===== src/rtl/alu_uart_ctrl_if.sv =====
// Bus between the UART/ALU frame controller and its surroundings: RX/TX
// handshakes, ALU operands and result, and status pulses.
interface alu_uart_ctrl_if #(
   parameter int unsigned NB_DATA = 8,
   parameter int unsigned NB_CODE = 6
) ();
   logic               i_rx_done;
   logic [NB_DATA-1:0] i_rx_data;
   logic [NB_DATA-1:0] o_alu_a;
   logic [NB_DATA-1:0] o_alu_b;
   logic [NB_CODE-1:0] o_alu_op;
   logic [NB_DATA-1:0] i_alu_result;
   logic               o_tx_start;
   logic [NB_DATA-1:0] o_tx_data;
   logic               i_tx_done;
   logic               o_busy;
   logic               o_err_timeout;
   logic               o_err_opcode;
   logic               o_overrun;

   modport slave (
      input  i_rx_done, i_rx_data, i_alu_result, i_tx_done,
      output o_alu_a, o_alu_b, o_alu_op, o_tx_start, o_tx_data,
             o_busy, o_err_timeout, o_err_opcode, o_overrun
   );

   modport master (
      output i_rx_done, i_rx_data, i_alu_result, i_tx_done,
      input  o_alu_a, o_alu_b, o_alu_op, o_tx_start, o_tx_data,
             o_busy, o_err_timeout, o_err_opcode, o_overrun
   );
endinterface


===== src/rtl/alu_uart_ctrl.sv =====
// Collects an A/B/OP byte frame from a UART receiver, drives an external ALU
// and ships the result back through a UART transmitter.
module alu_uart_ctrl #(
   parameter int unsigned NB_DATA       = 8,
   parameter int unsigned NB_CODE       = 6,
   parameter int unsigned NB_TIMEOUT    = 16,
   parameter int unsigned TIMEOUT_TICKS = 50000
) (
   input  logic           i_clk,
   input  logic           i_reset,
   alu_uart_ctrl_if.slave bus
);
   localparam logic [2:0] S_GET_A   = 3'd0;
   localparam logic [2:0] S_GET_B   = 3'd1;
   localparam logic [2:0] S_GET_OP  = 3'd2;
   localparam logic [2:0] S_EXEC    = 3'd3;
   localparam logic [2:0] S_SEND    = 3'd4;
   localparam logic [2:0] S_WAIT_TX = 3'd5;

   localparam logic [NB_TIMEOUT-1:0] CNT_TERM = NB_TIMEOUT'(TIMEOUT_TICKS - 1);

   localparam logic [NB_CODE-1:0] OP_ADD = NB_CODE'(6'b100000);
   localparam logic [NB_CODE-1:0] OP_SUB = NB_CODE'(6'b100010);
   localparam logic [NB_CODE-1:0] OP_AND = NB_CODE'(6'b100100);
   localparam logic [NB_CODE-1:0] OP_OR  = NB_CODE'(6'b100101);
   localparam logic [NB_CODE-1:0] OP_XOR = NB_CODE'(6'b100110);
   localparam logic [NB_CODE-1:0] OP_NOR = NB_CODE'(6'b100111);
   localparam logic [NB_CODE-1:0] OP_SRA = NB_CODE'(6'b000011);
   localparam logic [NB_CODE-1:0] OP_SRL = NB_CODE'(6'b000010);

   logic [2:0]            r_state;
   logic [NB_TIMEOUT-1:0] r_cnt;
   logic [NB_DATA-1:0]    r_alu_a;
   logic [NB_DATA-1:0]    r_alu_b;
   logic [NB_CODE-1:0]    r_alu_op;
   logic                  r_op_valid;
   logic [NB_DATA-1:0]    r_tx_data;
   logic                  r_tx_start;
   logic                  r_busy;
   logic                  r_err_timeout;
   logic                  r_err_opcode;
   logic                  r_overrun;

   logic [2:0]            w_state_nxt;
   logic [NB_TIMEOUT-1:0] w_cnt_nxt;
   logic [NB_DATA-1:0]    w_alu_a_nxt;
   logic [NB_DATA-1:0]    w_alu_b_nxt;
   logic [NB_CODE-1:0]    w_alu_op_nxt;
   logic                  w_op_valid_nxt;
   logic [NB_DATA-1:0]    w_tx_data_nxt;
   logic                  w_tx_start_nxt;
   logic                  w_err_timeout_nxt;
   logic                  w_err_opcode_nxt;
   logic                  w_overrun_nxt;

   logic [NB_CODE-1:0]    w_op_low;
   logic                  w_upper_zero;
   logic                  w_op_valid;
   logic                  w_cnt_term;

   // Opcode is judged on the full received byte, so stray high bits are caught
   assign w_op_low     = bus.i_rx_data[NB_CODE-1:0];
   assign w_upper_zero = ((bus.i_rx_data >> NB_CODE) == '0);
   assign w_op_valid   = w_upper_zero &&
                         ((w_op_low == OP_ADD) || (w_op_low == OP_SUB) ||
                          (w_op_low == OP_AND) || (w_op_low == OP_OR)  ||
                          (w_op_low == OP_XOR) || (w_op_low == OP_NOR) ||
                          (w_op_low == OP_SRA) || (w_op_low == OP_SRL));
   assign w_cnt_term   = (r_cnt == CNT_TERM);

   // Next-state and next-output logic
   always_comb begin
      w_state_nxt       = r_state;
      w_cnt_nxt         = r_cnt;
      w_alu_a_nxt       = r_alu_a;
      w_alu_b_nxt       = r_alu_b;
      w_alu_op_nxt      = r_alu_op;
      w_op_valid_nxt    = r_op_valid;
      w_tx_data_nxt     = r_tx_data;
      w_tx_start_nxt    = 1'b0;
      w_err_timeout_nxt = 1'b0;
      w_err_opcode_nxt  = 1'b0;
      w_overrun_nxt     = 1'b0;

      case (r_state)
         S_GET_A: begin
            w_cnt_nxt = '0;
            if (bus.i_rx_done) begin
               w_alu_a_nxt = bus.i_rx_data;
               w_state_nxt = S_GET_B;
            end
         end
         S_GET_B: begin
            if (bus.i_rx_done) begin
               w_alu_b_nxt = bus.i_rx_data;
               w_cnt_nxt   = '0;
               w_state_nxt = S_GET_OP;
            end else if (w_cnt_term) begin
               w_err_timeout_nxt = 1'b1;
               w_cnt_nxt         = '0;
               w_state_nxt       = S_GET_A;
            end else begin
               w_cnt_nxt = r_cnt + NB_TIMEOUT'(1);
            end
         end
         S_GET_OP: begin
            if (bus.i_rx_done) begin
               w_alu_op_nxt   = w_op_low;
               w_op_valid_nxt = w_op_valid;
               w_cnt_nxt      = '0;
               w_state_nxt    = S_EXEC;
            end else if (w_cnt_term) begin
               w_err_timeout_nxt = 1'b1;
               w_cnt_nxt         = '0;
               w_state_nxt       = S_GET_A;
            end else begin
               w_cnt_nxt = r_cnt + NB_TIMEOUT'(1);
            end
         end
         S_EXEC: begin
            w_overrun_nxt = bus.i_rx_done;
            if (r_op_valid) begin
               w_tx_data_nxt = bus.i_alu_result;
               w_state_nxt   = S_SEND;
            end else begin
               w_err_opcode_nxt = 1'b1;
               w_state_nxt      = S_GET_A;
            end
         end
         S_SEND: begin
            w_overrun_nxt  = bus.i_rx_done;
            w_tx_start_nxt = 1'b1;
            w_state_nxt    = S_WAIT_TX;
         end
         S_WAIT_TX: begin
            w_overrun_nxt = bus.i_rx_done;
            if (bus.i_tx_done) begin
               w_state_nxt = S_GET_A;
            end
         end
         default: begin
            w_cnt_nxt   = '0;
            w_state_nxt = S_GET_A;
         end
      endcase
   end

   // State and output registers
   always_ff @(posedge i_clk) begin
      if (!i_reset) begin
         r_state       <= S_GET_A;
         r_cnt         <= '0;
         r_alu_a       <= '0;
         r_alu_b       <= '0;
         r_alu_op      <= '0;
         r_op_valid    <= 1'b0;
         r_tx_data     <= '0;
         r_tx_start    <= 1'b0;
         r_busy        <= 1'b0;
         r_err_timeout <= 1'b0;
         r_err_opcode  <= 1'b0;
         r_overrun     <= 1'b0;
      end else begin
         r_state       <= w_state_nxt;
         r_cnt         <= w_cnt_nxt;
         r_alu_a       <= w_alu_a_nxt;
         r_alu_b       <= w_alu_b_nxt;
         r_alu_op      <= w_alu_op_nxt;
         r_op_valid    <= w_op_valid_nxt;
         r_tx_data     <= w_tx_data_nxt;
         r_tx_start    <= w_tx_start_nxt;
         r_busy        <= (w_state_nxt != S_GET_A);
         r_err_timeout <= w_err_timeout_nxt;
         r_err_opcode  <= w_err_opcode_nxt;
         r_overrun     <= w_overrun_nxt;
      end
   end

   assign bus.o_alu_a       = r_alu_a;
   assign bus.o_alu_b       = r_alu_b;
   assign bus.o_alu_op      = r_alu_op;
   assign bus.o_tx_data     = r_tx_data;
   assign bus.o_tx_start    = r_tx_start;
   assign bus.o_busy        = r_busy;
   assign bus.o_err_timeout = r_err_timeout;
   assign bus.o_err_opcode  = r_err_opcode;
   assign bus.o_overrun     = r_overrun;

endmodule


===== src/flat_wrapper.sv =====
// flat-port wrapper written by rule: the top's interface ports become plain ports
module alu_uart_ctrl_flat 
#(
   parameter int unsigned NB_DATA       = 8,
   parameter int unsigned NB_CODE       = 6,
   parameter int unsigned NB_TIMEOUT    = 16,
   parameter int unsigned TIMEOUT_TICKS = 50000
)
  (i_clk, i_reset, bus_i_rx_done, bus_i_rx_data, bus_i_alu_result, bus_i_tx_done, bus_o_alu_a, bus_o_alu_b, bus_o_alu_op, bus_o_tx_start, bus_o_tx_data, bus_o_busy, bus_o_err_timeout, bus_o_err_opcode, bus_o_overrun);
  alu_uart_ctrl_if #(.NB_DATA(NB_DATA), .NB_CODE(NB_CODE)) bus_i ();
  input  logic i_clk;
  input  logic i_reset;
  input wire logic [$bits(bus_i.i_rx_done)-1:0] bus_i_rx_done;
  input wire logic [$bits(bus_i.i_rx_data)-1:0] bus_i_rx_data;
  input wire logic [$bits(bus_i.i_alu_result)-1:0] bus_i_alu_result;
  input wire logic [$bits(bus_i.i_tx_done)-1:0] bus_i_tx_done;
  output wire logic [$bits(bus_i.o_alu_a)-1:0] bus_o_alu_a;
  output wire logic [$bits(bus_i.o_alu_b)-1:0] bus_o_alu_b;
  output wire logic [$bits(bus_i.o_alu_op)-1:0] bus_o_alu_op;
  output wire logic [$bits(bus_i.o_tx_start)-1:0] bus_o_tx_start;
  output wire logic [$bits(bus_i.o_tx_data)-1:0] bus_o_tx_data;
  output wire logic [$bits(bus_i.o_busy)-1:0] bus_o_busy;
  output wire logic [$bits(bus_i.o_err_timeout)-1:0] bus_o_err_timeout;
  output wire logic [$bits(bus_i.o_err_opcode)-1:0] bus_o_err_opcode;
  output wire logic [$bits(bus_i.o_overrun)-1:0] bus_o_overrun;
  assign bus_i.i_rx_done = bus_i_rx_done;
  assign bus_i.i_rx_data = bus_i_rx_data;
  assign bus_i.i_alu_result = bus_i_alu_result;
  assign bus_i.i_tx_done = bus_i_tx_done;
  assign bus_o_alu_a = bus_i.o_alu_a;
  assign bus_o_alu_b = bus_i.o_alu_b;
  assign bus_o_alu_op = bus_i.o_alu_op;
  assign bus_o_tx_start = bus_i.o_tx_start;
  assign bus_o_tx_data = bus_i.o_tx_data;
  assign bus_o_busy = bus_i.o_busy;
  assign bus_o_err_timeout = bus_i.o_err_timeout;
  assign bus_o_err_opcode = bus_i.o_err_opcode;
  assign bus_o_overrun = bus_i.o_overrun;
  alu_uart_ctrl #(.NB_DATA(NB_DATA), .NB_CODE(NB_CODE), .NB_TIMEOUT(NB_TIMEOUT), .TIMEOUT_TICKS(TIMEOUT_TICKS)) u_core (.i_clk(i_clk), .i_reset(i_reset), .bus(bus_i));
endmodule

===== config.mk =====
export PLATFORM = sky130hd
export DESIGN_NAME = alu_uart_ctrl_flat
export DESIGN_NICKNAME = d
export VERILOG_FILES = /design/src/rtl/alu_uart_ctrl_if.sv /design/src/rtl/alu_uart_ctrl.sv /design/src/flat_wrapper.sv
export SDC_FILE = /design/constraint.sdc
export NUM_CORES = 1
export LEC_CHECK = 0
export CORE_ASPECT_RATIO = 1.2
export CORE_MARGIN = 1
export CORE_UTILIZATION = 60
export DETAILED_ROUTE_END_ITERATION = 10
export DONT_BUFFER_PORTS = 1
export PLACE_DENSITY_LB_ADDON = 0.1
export SYNTH_ARGS = -nofsm -noshare
export SYNTH_HDL_FRONTEND = slang
export SYNTH_SLANG_ARGS = --single-unit
export TNS_END_PERCENT = 100

===== constraint.sdc =====
create_clock -name i_clk -period 3.6 [get_ports i_clk]
set_input_delay 0.36 -clock i_clk [delete_from_list [all_inputs] [get_ports i_clk]]
set_output_delay 0.36 -clock i_clk [all_outputs]
set_load 0.01 [all_outputs]

== Word-level counts from Yosys, hierarchy flattened ==
Cells that the tools add are included.

* $add $sub $neg: 1
* Equality and inequality tests: 14
* Multiplexer cells: 13
* Bitwise logic cells: 2
* Reductions and logical operators: 20

{| class="wikitable"
|+ Operators with widths
! operator !! number
|-
| $eq A6 B6 Y1 const B || 6
|-
| $mux W16 || 2
|-
| $pmux W16 S2 || 1
|-
| $mux W3 || 6
|-
| $pmux W3 S6 || 1
|-
| $add A16 B1 Y16 const B || 1
|-
| $eq A16 B16 Y1 const B || 1
|-
| $eq A6 B2 Y1 const B || 2
|-
| $reduce_and A2 Y1 || 6
|-
| $logic_not A8 Y1 || 1
|-
| $logic_or A1 B1 Y1 || 7
|-
| $eq A3 B2 Y1 const B || 2
|-
| $eq A3 B3 Y1 const B || 2
|-
| $reduce_or A3 Y1 || 2
|-
| $eq A3 B1 Y1 const B || 1
|-
| $logic_not A3 Y1 || 1
|-
| $mux W1 || 3
|-
| $reduce_bool A3 Y1 || 1
|-
| $not A1 Y1 || 2
|-
| $reduce_or A2 Y1 || 1
|-
| $logic_and A1 B1 Y1 || 1
|}

* Register bits after elaboration: 55
* Input bits: 20
* Output and inout port bits: 35

== Depth between registers and ports, before layout ==
* Word-level depth: 9
* Gate-level depth with buffers: 7
* Gate-level depth less buffers: 5

== Worst setup path before layout ==
No wires, ideal clock.

* Path kind: register to register
* Start: reg u_core.r_state[1]
* End: reg u_core.r_cnt[11]
* Library setup time: 0.075 ns
* Arrival time: 1.770 ns
* Setup slack: 1.755 ns
* Stages on the path, launching flop included: 7
* Buffers on the path: 2
* Cell sequence: dfxtp_1 > buf_6 > and3b_1 > buf_6 > or4_4 > or4_1 > a21oi_1

* Word-level cells in the longest chain between the ends: 3
* Elaborated cells on any way between the ends: 8

{| class="wikitable"
|+ Ends and longest elaborated chain
! item !! line !! text
|-
| start, declared || alu_uart_ctrl.sv:31 || <nowiki>logic [2:0] r_state;</nowiki>
|-
| start signal, assigned || alu_uart_ctrl.sv:164 || <nowiki>r_state <= w_state_nxt;</nowiki>
|-
| $eq A3 B3 Y1 (tied with other cells) || alu_uart_ctrl.sv:85 || <nowiki>case (r_state)</nowiki>
|-
| $reduce_or A3 Y1 (no line) or $reduce_or A2 Y1 (tied branches) || -- ||
|-
| $pmux W16 S2 || alu_uart_ctrl.sv:85 ||
|-
| end signal, assigned || alu_uart_ctrl.sv:165 || <nowiki>r_cnt <= w_cnt_nxt;</nowiki>
|-
| end, declared || alu_uart_ctrl.sv:32 || <nowiki>logic [NB_TIMEOUT-1:0] r_cnt;</nowiki>
|}

Parallel ways exist; a longest one is shown, timed or not.
A chain may end at the register's enable or synchronous reset.

== Final worst setup path ==
* Start: reg u_core.r_cnt[11]
* End: reg u_core.r_cnt[14]

* Word-level cells in the longest chain between the ends: 4
* Elaborated cells on any way between the ends: 5

{| class="wikitable"
|+ Ends and longest elaborated chain
! item !! line !! text
|-
| $add A16 B1 Y16 or $eq A16 B16 Y1 (tied branches) || alu_uart_ctrl.sv:103, alu_uart_ctrl.sv:117, alu_uart_ctrl.sv:69 ||
|-
| $mux W16 * || alu_uart_ctrl.sv:98, alu_uart_ctrl.sv:112 ||
|-
| $mux W16 * || alu_uart_ctrl.sv:107 || <nowiki>if (bus.i_rx_done) begin</nowiki>
|-
| $pmux W16 S2 * || alu_uart_ctrl.sv:85 ||
|}

Every way passes the cells marked *; elsewhere a longest branch is shown, timed or not.

==> flow_metrics.env <==
export IMPL_clk_pin_slew_ns=0.09
export IMPL_areaGrowthSynthToFinish_pct=4.27
export IMPL_track_usage=0.242
export IMPL_drc=0
export IMPL_cts_setup_buffers=0
export IMPL_routed_wl_mm=4.66
export IMPL_grt_pass1_vias=1676
export IMPL_crit_end="u_core.r_cnt[14]"
export IMPL_relSlewSlack=0.401
export IMPL_fill_cells=323
export IMPL_clock_latency_ns=0.31
export IMPL_worstSetupPathType="flip-flop to flip-flop"
export IMPL_fin_crit_sh=0.640
export IMPL_cts_buffers=5
export IMPL_synthesis_area_sq_mm=0.00232
export IMPL_arrival_ns=2.47
export IMPL_die_area_sq_mm=0.00411
export IMPL_p_per_area_mw_per_mm2=429
export IMPL_cts_resized=0
export IMPL_cp_startpoint="u_core.r_cnt[11]"
export IMPL_tns_ns=0
export IMPL_final_net_count=284
export IMPL_postSynthAreaPerCell_sq_um=8.55
export IMPL_final_cell_mix="dfxtp_1, nand2_1, a21oi_1"
export IMPL_initial_core_util=0.632
export IMPL_multi_input_area_sq_mm=0.00112
export IMPL_cp_required_ns=3.76
export IMPL_r2r_end="u_core.r_cnt[14]"
export IMPL_worst_slew_pin_slew_ns=0.891
export IMPL_die_height_um=70.1
export IMPL_ir_drop_v=0.000277
export IMPL_ff_latch_area_sq_mm=0.00110
export IMPL_die_width_um=58.7
export IMPL_grt_first_pass_wirelength_mm=7.62
export IMPL_num_vias=1839
export IMPL_io_buffers=0
export IMPL_cts_root_buffer="clkbuf_8"
export IMPL_drive_above_1_share=0.0530
export IMPL_min_period_ns=2.30
export IMPL_ant_nets=0
export IMPL_std_cell_rows=24
export IMPL_grt_setup_unrepaired="no"
export IMPL_synthesis_nets=292
export IMPL_ys_async_sr_fraction=0
export IMPL_hold_class="input port to flip-flop"
export IMPL_utilization=0.659
export IMPL_cts_sinks=55
export IMPL_ios=55
export IMPL_overflow=0
export IMPL_r2r_start="u_core.r_cnt[11]"
export IMPL_cts_path_max_buffers=2
export IMPL_wl_per_cell_um=14.7
export IMPL_core_region_area_sq_mm=0.00366
export IMPL_cts_hold_buf=0
export IMPL_gp_congestion=0.880
export IMPL_setup_viol=0
export IMPL_drtIter0Drc=134
export IMPL_cp_start_kind="flip-flop"
export IMPL_leakage_nw=0.759
export IMPL_viasPerCell=5.82
export IMPL_reg2regPathDepth=4
export IMPL_antennaDiodeCount=0
export IMPL_htreeDepth=2
export IMPL_cts_tree="built"
export IMPL_grt_max_degree=42
export IMPL_synth_flop_cell="dfxtp_1"
export IMPL_synth_seq_cells=55
export IMPL_hold_viol=0
export IMPL_maxCapViolations=0
export IMPL_antenna_found_initial=0
export IMPL_crit_fanout=14
export IMPL_dp_hpwl_mm=3.30
export IMPL_final_common_cell="dfxtp_1"
export IMPL_critPathCaptureType="flip-flop"
export IMPL_timing_fmax_mhz=434
export IMPL_skew_ns=0.00554
export IMPL_rrSetupSlack_ns=1.30
export IMPL_ys_types=44
export IMPL_drt_pass1_iter_count=4
export IMPL_drv_slew=0
export IMPL_synth_edff_count=0
export IMPL_synth_warnings=0
export IMPL_synth_cells=271
export IMPL_outcome="complete, no violations"
export IMPL_ys_seq_area_frac=0.475
## power by group
group,switching (mW),internal [mW],total (mW)
clock network,0.197,0.157,0.354
registers,0.0147,0.620,0.635
logic,0.0293,0.0186,0.0479
## layout make-up
cell class	instances	area share
repair buffers	2	0.00622
clock inverters	2	0.00674
well taps	52	0.0269
multi-input cells	194	0.462
clock buffers	6	0.0342
flip-flops and latches	55	0.456
inverters	5	0.00777
## cell usage after synthesis, drive strengths merged, types with 2 or more instances
cell	number	share of area
mux2i	14	0.061
nand2b	3	0.0081
inv	5	0.0081
a21oi	28	0.061
or4	7	0.024
buf	6	0.019
nand2	49	0.079
nor4	6	0.016
and3	2	0.0054
nand3	4	0.0086
clkbuf	11	0.018
nor4b	2	0.0076
or3	5	0.014
xnor2	4	0.015
o2111ai	3	0.011
dfxtp	55	0.48
nor2	24	0.039
nand4	5	0.014
nor3	4	0.0086
o21ai	5	0.011
o31ai	2	0.0065
o211ai	2	0.0065
and2	3	0.0081
nand3b	3	0.0097
nor2b	3	0.0081
## worst max-delay path, stage by stage (launching register included)
cell and delay (ns):
dfxtp_1 0.36, nor4b_1 0.37, nand4_1 0.53, a22oi_1 0.79
a21oi_1 0.10
## cell families (layout without fill, tap and decap cells)
group	count (synthesis)	after routing	share of synthesized area
adders and majority gates	1	1	0.00540
and+or+nand+nor	126	126	0.272
muxes	14	14	0.0605
AOI/OAI and AO/OA	49	49	0.126
DFF	55	55	0.475
buffers and inverters	22	15	0.0454
xor gates and xnor gates	4	4	0.0151
## layer usage
layer  vias up  global-route usage  share of wire
met2        57               0.365           0.48
met1       833               0.308           0.43
met4         0               0.132          0.025
met5         -                   0              0
li1        937                   -              -
met3        12              0.0667          0.064
## worst min path at each step
stage | to | cells past startpoint | slack [ns] | startpoint
finish | u_core.bus.o_err_timeout | 1 | 0.12 | bus_i_rx_done
global route | u_core.bus.o_err_timeout | 1 | 0.11 | bus_i_rx_done
CTS | u_core.bus.o_err_timeout | 1 | 0.11 | bus_i_rx_done
detailed placement | u_core.bus.o_err_timeout | 1 | 0.44 | bus_i_rx_done
global placement | u_core.bus.o_err_timeout | 1 | 0.44 | bus_i_rx_done
floorplan | u_core.bus.o_err_opcode | 1 | 0.44 | u_core.r_op_valid
## stage by stage
step           cells  power, mW  cell area [sq um]  hold slack [ns]  worst slack, ns
2_1_floorplan    271      0.690               2320            0.436             1.75
3_3_place_gp     308      0.696               2320            0.444             1.39
3_5_place_dp     308      0.697               2320            0.444             1.33
4_1_cts          316       1.05               2410            0.112             1.32
5_1_grt          316       1.08               2410            0.113             1.10
6_report         316       1.04               2410            0.121             1.30
## state kept, by name, indices dropped and copies added, names as in the netlist
signal / flops
u_core.bus.o_tx_start: 1
u_core.r_op_valid: 1
u_core.bus.o_busy: 1
u_core.bus.o_err_timeout: 1
u_core.bus.o_alu_b: 8
u_core.r_state: 3
u_core.bus.o_overrun: 1
u_core.bus.o_alu_a: 8
u_core.bus.o_alu_op: 6
u_core.r_cnt: 16
u_core.bus.o_err_opcode: 1
u_core.bus.o_tx_data: 8
Note: power is estimated with default switching activity, not from simulation.
